<file path="config.mk">
export PLATFORM = sky130hd
export DESIGN_NAME = jpeg_bit_reader
export DESIGN_NICKNAME = d
export VERILOG_FILES = /design/src/rtl/jpeg_bitrd_pkg.sv /design/src/rtl/jpeg_destuffer.sv /design/src/rtl/jpeg_bit_reader.sv
export SDC_FILE = /design/constraint.sdc
export NUM_CORES = 1
export LEC_CHECK = 0
export CAP_MARGIN = 20
export CORE_ASPECT_RATIO = 0.7
export CORE_MARGIN = 1.5
export CORE_UTILIZATION = 60
export CTS_BUF_LIST = sky130_fd_sc_hd__clkbuf_4 sky130_fd_sc_hd__clkbuf_8
export DETAILED_ROUTE_END_ITERATION = 6
export PLACE_DENSITY = 0.85
export SYNTH_ARGS = -nofsm -noshare
export SYNTH_HDL_FRONTEND = slang
export SYNTH_SLANG_ARGS = --single-unit
</file>
<file path="constraint.sdc">
create_clock -name clk -period 6 [get_ports clk]
set_clock_uncertainty 0.15 [all_clocks]
set_input_delay 1.2 -clock clk [delete_from_list [all_inputs] [get_ports clk]]
set_output_delay 1.2 -clock clk [all_outputs]
set_load 0.1 [all_outputs]
</file>
<file path="src/rtl/jpeg_bitrd_pkg.sv">
// Shared types and byte constants for the JPEG entropy-coded bit reader.
package jpeg_bitrd_pkg;

    typedef enum logic [1:0] {
        IDLE,
        FF_PEND,
        MARKER
    } bitrd_state_e;

    localparam logic [7:0] BYTE_FF     = 8'hFF;
    localparam logic [7:0] BYTE_STUFF  = 8'h00;
    localparam logic [7:0] MARKER_EOI  = 8'hD9;
    localparam logic [7:0] MARKER_RST0 = 8'hD0;

endpackage

</file>
<file path="src/rtl/jpeg_destuffer.sv">
// Byte FSM: removes 0xFF 0x00 stuffing, drops 0xFF fill bytes and latches marker codes.
module jpeg_destuffer
    import jpeg_bitrd_pkg::*;
(
    input  logic       clk,
    input  logic       rst,
    input  logic       in_valid,
    input  logic [7:0] in_data,
    output logic       in_ready,
    input  logic       space_ok,
    input  logic       resync,
    output logic       ins_valid,
    output logic [7:0] ins_data,
    output logic       marker_valid,
    output logic [7:0] marker_code
);

    bitrd_state_e state_q, state_d;
    logic [7:0]   code_q, code_d;
    logic         accept;

    // space_ok comes from the registered bit count, so in_ready has no input-port path.
    assign in_ready     = (state_q != MARKER) && space_ok;
    assign accept       = in_valid && in_ready;
    assign marker_valid = (state_q == MARKER);
    assign marker_code  = code_q;

    always_ff @(posedge clk or posedge rst) begin
        if (rst) begin
            state_q <= IDLE;
            code_q  <= '0;
        end else begin
            state_q <= state_d;
            code_q  <= code_d;
        end
    end

    always_comb begin
        state_d   = state_q;
        code_d    = code_q;
        ins_valid = 1'b0;
        ins_data  = in_data;
        if (resync) begin
            state_d = IDLE;
            code_d  = '0;
        end else if (accept) begin
            unique case (state_q)
                IDLE: begin
                    if (in_data == BYTE_FF) begin
                        state_d = FF_PEND;
                    end else begin
                        ins_valid = 1'b1;
                    end
                end
                FF_PEND: begin
                    if (in_data == BYTE_STUFF) begin
                        ins_valid = 1'b1;
                        ins_data  = BYTE_FF;
                        state_d   = IDLE;
                    end else if (in_data != BYTE_FF) begin
                        code_d  = in_data;
                        state_d = MARKER;
                    end
                end
                MARKER: begin
                    state_d = MARKER;
                end
                default: begin
                    state_d = IDLE;
                end
            endcase
        end
    end

endmodule

</file>
<file path="src/rtl/jpeg_bit_reader.sv">
// MSB-aligned bit buffer with a peek window and variable-length consume, fed by the destuffer.
module jpeg_bit_reader
    import jpeg_bitrd_pkg::*;
#(
    parameter int unsigned BUF_W  = 32,
    parameter int unsigned PEEK_W = 16,
    localparam int unsigned CW    = $clog2(BUF_W + 1),
    localparam int unsigned LW    = $clog2(PEEK_W + 1)
) (
    input  logic              clk,
    input  logic              rst,
    input  logic              in_valid,
    input  logic [7:0]        in_data,
    output logic              in_ready,
    output logic [PEEK_W-1:0] peek,
    output logic [CW-1:0]     bit_count,
    input  logic              consume_valid,
    input  logic [LW-1:0]     consume_len,
    output logic              marker_valid,
    output logic [7:0]        marker_code,
    input  logic              resync,
    output logic              underflow
);

    logic [BUF_W-1:0] bits_q, bits_d;
    logic [CW-1:0]    bit_count_q, bit_count_d;
    logic             underflow_q, underflow_d;
    logic             space_ok;
    logic             ins_valid;
    logic [7:0]       ins_data;
    logic             legal;
    logic [CW-1:0]    len;
    logic [CW-1:0]    rem;

    assign space_ok  = (bit_count_q <= CW'(BUF_W - 8));
    assign peek      = bits_q[BUF_W-1 -: PEEK_W];
    assign bit_count = bit_count_q;
    assign underflow = underflow_q;

    jpeg_destuffer u_destuffer (
        .clk          (clk),
        .rst          (rst),
        .in_valid     (in_valid),
        .in_data      (in_data),
        .in_ready     (in_ready),
        .space_ok     (space_ok),
        .resync       (resync),
        .ins_valid    (ins_valid),
        .ins_data     (ins_data),
        .marker_valid (marker_valid),
        .marker_code  (marker_code)
    );

    always_ff @(posedge clk or posedge rst) begin
        if (rst) begin
            bits_q      <= '0;
            bit_count_q <= '0;
            underflow_q <= 1'b0;
        end else begin
            bits_q      <= bits_d;
            bit_count_q <= bit_count_d;
            underflow_q <= underflow_d;
        end
    end

    always_comb begin
        legal       = consume_valid && (CW'(consume_len) <= bit_count_q);
        len         = legal ? CW'(consume_len) : '0;
        rem         = bit_count_q - len;
        bits_d      = bits_q << len;
        // New byte lands directly below the bits that survive this cycle's consume.
        if (ins_valid) begin
            bits_d = bits_d | ({ins_data, {(BUF_W - 8){1'b0}}} >> rem);
        end
        bit_count_d = rem + (ins_valid ? CW'(8) : CW'(0));
        underflow_d = underflow_q | (consume_valid & ~legal);
        if (resync) begin
            bits_d      = '0;
            bit_count_d = '0;
            underflow_d = 1'b0;
        end
    end

endmodule

</file>
Yosys cells after proc, flatten, opt, wreduce, memory -nomap -nowiden

Cells that the tools add are included.

Add/subtract/negate cells: 2
$lt $le $gt $ge: 2
Eq/ne operators: 8
Shifts and indexed selects: 2
Multiplexer cells: 26
Bitwise operators: 4
Reductions and logical operators: 10

Operator list:

| kind                                                                             | count |
|---|---|
| 8-bit 2-to-1 mux                                                                 | 9 |
| 32-bit 2-to-1 mux                                                                | 2 |
| 32-bit OR                                                                        | 1 |
| 32-bit by 5-bit left shift with 32-bit output                                    | 1 |
| 32-bit by 6-bit right shift with 32-bit output                                   | 1 |
| 2-bit 2-to-1 mux                                                                 | 5 |
| 8-bit equality test, second input constant                                       | 1 |
| 8-bit logical NOT                                                                | 1 |
| 8-bit != test, second input constant                                             | 1 |
| 6-bit by 4-bit adder with 6-bit output                                           | 1 |
| 5-bit by 6-bit less-or-equal comparator with 1-bit output                        | 1 |
| 6-bit by 5-bit less-or-equal comparator with 1-bit output, second input constant | 1 |
| 6-bit 2-to-1 mux                                                                 | 1 |
| 2-bit one-hot mux with 3 select lines                                            | 1 |
| 2-bit nonzero test                                                               | 3 |
| 6-bit by 5-bit subtractor with 6-bit output                                      | 1 |
| 1-bit 2-to-1 mux                                                                 | 5 |
| 5-bit 2-to-1 mux                                                                 | 1 |
| 4-bit 2-to-1 mux                                                                 | 1 |
| 2-bit != test, second input constant                                             | 2 |
| 4-bit by 2-bit != test with 1-bit output, second input constant                  | 1 |
| 4-bit AND reduction                                                              | 1 |
| 1-bit logical AND                                                                | 3 |
| 3-bit by 2-bit != test with 1-bit output, second input constant                  | 1 |
| 8 further kinds                                                                  | 8 |

Bits in registers: 49
Output and inout bits: 33

Depth between registers and ports, before layout

Word-level depth: 9
Gate-level depth with buffers: 21

Modules after synthesis

Synthesis repeated with hierarchy kept, for this count alone.

Cells, all modules: 675
Area total of the unflattened synthesis: 5288.8 um^2

By module, submodules not included:

| module          | times used | cells each | area each (um^2) |
|---|---|---|---|
| jpeg_bit_reader | 1          | 613        | 4678.2 |
| jpeg_destuffer  | 1          | 62         | 610.6 |

Worst setup path after synthesis

OpenSTA, ideal clock, no wires.

Path kind: input to register
From: in consume_len[4]
To: reg bits_q[27]
Data arrival time: 5201 ps
Data required time: 5767 ps
Path slack: 566 ps
Stages on the path: 19
Buffers on the path: 3
Cells stage by stage: ha_1 > and3_1 > a31oi_1 > o21a_1 > clkbuf_1 > nor3_1 > inv_2 > buf_1 > ha_1 > nor2b_1 > o21a_1 > o31a_1 > o21a_1 > or4b_1 > buf_2 > nor2_4 > nand2_1 > o22a_1 > o22ai_1

Word-level cells in the longest chain between the ends: 8
Elaborated cells on any way between the ends: 9
Those cells by class: 1 x add/sub; 1 x order compare; 2 x shift; 3 x mux; 1 x bitwise; 1 x reduce/logical

Ends and longest elaborated chain:

| element                                                   | line                  | text |
|---|---|---|
| start: declaration                                        | jpeg_bit_reader.sv:18 | `input logic [LW-1:0] consume_len,` |
| 5-bit by 6-bit less-or-equal comparator with 1-bit output | jpeg_bit_reader.sv:67 | `legal = consume_valid && (CW'(consume_len) <= bit_count_q);` |
| 1-bit logical AND                                         | jpeg_bit_reader.sv:67 |  |
| 5-bit 2-to-1 mux (*)                                      | jpeg_bit_reader.sv:68 | `len = legal ? CW'(consume_len) : '0;` |
| 6-bit by 5-bit subtractor with 6-bit output               | jpeg_bit_reader.sv:69 | `rem = bit_count_q - len;` |
| 32-bit by 6-bit right shift with 32-bit output            | jpeg_bit_reader.sv:73 | `bits_d = bits_d \| ({ins_data, {(BUF_W - 8){1'b0}}} >> rem);` |
| 32-bit OR                                                 | jpeg_bit_reader.sv:73 |  |
| 32-bit 2-to-1 mux (*)                                     | jpeg_bit_reader.sv:72 | `if (ins_valid) begin` |
| 32-bit 2-to-1 mux (*)                                     | jpeg_bit_reader.sv:77 | `if (resync) begin` |
| via bits_d[27]                                            | jpeg_bit_reader.sv:25 | `logic [BUF_W-1:0] bits_q, bits_d;` |
| end signal: assignment                                    | jpeg_bit_reader.sv:60 | `bits_q <= bits_d;` |
| end: declaration                                          | jpeg_bit_reader.sv:25 |  |

Mark *: on every way through the listed nets, which the timed path passes. The rest lies on a longest branch.
A chain may end at the register's enable or synchronous reset.

Worst setup path after layout

Ends and elaborated chain as after synthesis.

==> results by group <==
Clock network
  • TritonCTS Buffers: 5
  • CTS root buffer: clkbuf_8
  • Max H-tree Level: 2
  • Clock tree sinks: 49
  • Post-CTS Resized: 0
  • CTS clk-pin slew, worst paths: 0.11 ns
  • CTS tree: done
  • Worst skew pair latency: 0.33 ns
  • # Post-CTS Setup Buffers: 0
  • Hold buffers post-CTS: 0
  • CTS max path bufs: 2

Synthesis
  • Cells after synthesis: 617
  • Register bit total from synthesis: 49
  • Largest area contributor in the netlist: dfrtp_1
  • Syn nets: 648
  • Synthesized area per cell: 7.99 um^2
  • Asr flop ratio synth: 100%
  • Yosys cell types: 80
  • Main flop type after synthesis: dfrtp_1
  • Post-synth EDFFs: 0
  • Mapped cell area: 4930 um^2
  • Seq/Total Area, Yosys: 24.9%
  • Synth Warn #: 0
  • Area share of the largest cell type after synthesis: 24.9%
  • Most area-consuming cells after synthesis: dfrtp_1, mux2i_1, nor2_1, nand2_1, o21ai_0

STA
  • Tmin final: 5.46 ns
  • Slew headroom: 30.1%
  • Peak Freq: 183 MHz
  • Final Cycle Share: 90.9%
  • Fin. Hold Viols: 0
  • Final slew viol count: 0
  • Final Setup Violations: 0
  • Worst slew pin tran: 1.04 ns
  • Setup TNS: 0 ns
  • RSZ-0062 raised after global routing: no

Critical path
  • Worst-path maximum fanout: 30
  • Critical Path Source Type: input port
  • CP required: 6.09 ns
  • Critical path class: in2reg
  • Slowest CP cell: or4b_1
  • Sequence of cells on the critical path: clkdlybuf4s50_1 > ha_1 > and3_1 > a31oi_1 > o21a_1 > buf_4 > nor2_1 > inv_2 > ha_1 > o21a_1 > o31a_1 > o21a_1 > or4b_1 > nor2_4 > nand2_1 > o22a_1 > o22ai_1
  • Worst Setup End Kind: flip-flop
  • Worst endpoint data arrival time: 5.55 ns
  • Critical path's most frequent cell: o21a_1
  • Largest stage delay, worst path: 0.71 ns

Routing
  • WL/cell: 24.4 um
  • Drt initial violations: 1056
  • DRC Markers: 3
  • DRT Pass-1 Iters: 7
  • Vias per cell: 7.42
  • Routed Antenna Nets: 0
  • DR vias: 5532
  • Total wire length: 18.2 mm

Place
  • RD Place Congestion: 1.10
  • I/O Buffers: 50
  • DP Wirelength: 13.6 mm

Flow run
  • Max-Cap Viols: 0

Power
  • Flop pwr share: 17.5%
  • Gate power share: 75.9%
  • Leak: 2.21 nW
  • NetSw: 2.08 mW
  • Power Total: 3.42 mW
  • Net Sw Frac: 60.8%
  • Peak supply drop: 0.580 mV
  • Pwr per Cell Area: 619 nW/um^2
  • Int Power: 1.34 mW
  • Clk pwr share: 6.6%

Final layout
  • Register area: 1230 um^2
  • Ant. Diodes: 0
  • NumNets Final: 675
  • Syn-to-layout area delta: 12.0%
  • Fillcell total: 653
  • Fraction of layout cells with a size suffix above 1: 12.6%
  • Multi-input gate area: 3270 um^2

Floorplan
  • Initial core utilization: 62.4%
  • Die Wd: 111 um
  • Chip height: 78.8 um
  • Die area: 8780 um^2
  • Number of placement rows: 27
  • Core ar.: 7910 um^2
  • IO Count: 51

Status
  • Status: complete, but fails checks
  • Failing checks: design-rule violations

GRT
  • Antenna violations before repair: 0
  • Largest net degree at the start of global routing: 50
  • All-Layer GR Usage: 40.8%
  • Global-route wire length before repair: 28.1 mm
  • Gr ovfl total: 0
  • Vias in the first global route: 5040

Min path
  • Worst hold path class: reg2reg
-- Yosys cell counts, types with 15 or more instances --
cell type,count
o21ai_0,37
nand3_1,26
o22ai_1,21
mux2i_1,33
nor2_1,56
clkbuf_1,24
inv_1,15
nor3_1,23
buf_4,16
dfrtp_1,49
nand2_1,52
a21oi_1,35
-- placed cells by master (no fill, tap or decap), types with 7 or more instances in the layout --
cell | netlist | routed
nand2_1 | 52 | 52
nor2_1 | 56 | 56
nor3_1 | 23 | 22
nor2b_1 | 8 | 8
o21ai_0 | 37 | 37
dfrtp_1 | 49 | 49
buf_4 | 16 | 27
a22oi_1 | 14 | 14
o211ai_1 | 8 | 8
a21oi_1 | 35 | 35
a22o_1 | 10 | 10
clkdlybuf4s50_1 | 0 | 49
nand3_1 | 26 | 26
or3_1 | 8 | 8
mux2i_1 | 33 | 33
inv_1 | 15 | 14
a31oi_1 | 11 | 11
a211oi_1 | 7 | 7
o22ai_1 | 21 | 21
ha_1 | 13 | 13
mux2_2 | 14 | 14
-- power groups by stage --
stage	Sequential [mW]	Combinational (mW)	Clock (mW)
after global placement	0.583	2.46	0
final	0.598	2.60	0.226
after floorplan	0.633	1.81	0
after detailed placement	0.587	2.48	0
after CTS	0.580	2.49	0.222
after global routing	0.601	2.71	0.234
-- registers in the layout, summed over array words and instances, names as in the netlist --
signal,cells
bit_count,6
u_destuffer.state_q,2
bits_q,32
underflow,1
u_destuffer.marker_code,8
-- through the flow --
stage	utilization (%)	setup slack (ns)	std cells	hold WS, ns	area (um^2)
2_1_floorplan	-	0.566	617	0.404	4930
3_3_place_gp	68.4	0.485	737	0.329	5410
3_5_place_dp	68.4	0.336	737	0.342	5410
4_1_cts	69.6	0.634	745	0.378	5500
5_1_grt	69.9	0.334	746	0.391	5520
6_report	69.9	0.544	746	0.371	5520
-- cell families (layout without fill, tap and decap cells) --
| group | after synthesis | in the layout | synth area share (%) |
|---|---|---|---|
| adder cells (fa/ha/maj) | 13 | 13 | 3.30 |
| XOR/XNOR | 4 | 4 | 0.711 |
| multiplexers | 52 | 52 | 12.2 |
| AO/OA/AOI/OAI | 210 | 210 | 29.4 |
| flip-flops | 49 | 49 | 24.9 |
| AND/OR/NAND/NOR | 208 | 208 | 20.5 |
| buffers and inverters | 81 | 109 | 8.93 |
-- per-layer routing --
layer  part of all wire [%]  GRT usage (%)  up-vias
met5                      0              0        -
met4                    2.5           10.5        0
met3                     16           14.5       56
met2                     39           54.6      512
met1                     42           61.3     2594
li1                       -              -     2370
-- final cells by class --
cell class | instances | area share (%)
multi-input cells | 487 | 59.2
flip-flops and latches | 49 | 22.2
repair buffers | 78 | 13.0
well taps | 101 | 2.29
inverters | 23 | 1.56
clock buffers | 5 | 1.25
clock inverters | 3 | 0.521
-- worst max-delay path: cells and delay by family --
kind / cells / cell delay [ns]
AO/OA/AOI/OAI: 7 / 1.41
buffers and inverters: 3 / 0.84
AND/OR/NAND/NOR: 5 / 1.51
adder cells (fa/ha/maj): 2 / 0.57
-- worst paths after layout --
check | to | slack, ns | depth (start not counted) | start
worst max-delay path | bits_q[27] | 0.54 | 17 | consume_len[4]
min in group asynchronous | u_destuffer.marker_code[6] | 0.99 | 2 | rst
worst min register to register | u_destuffer.marker_code[3] | 0.37 | 1 | u_destuffer.marker_code[3]
max in group asynchronous | bits_q[26] | 4.20 | 3 | rst
worst min-delay path | u_destuffer.marker_code[3] | 0.37 | 1 | u_destuffer.marker_code[3]
worst max register to register | bits_q[27] | 1.36 | 17 | bit_count[4]
Power figures use the tool's default switching activity.
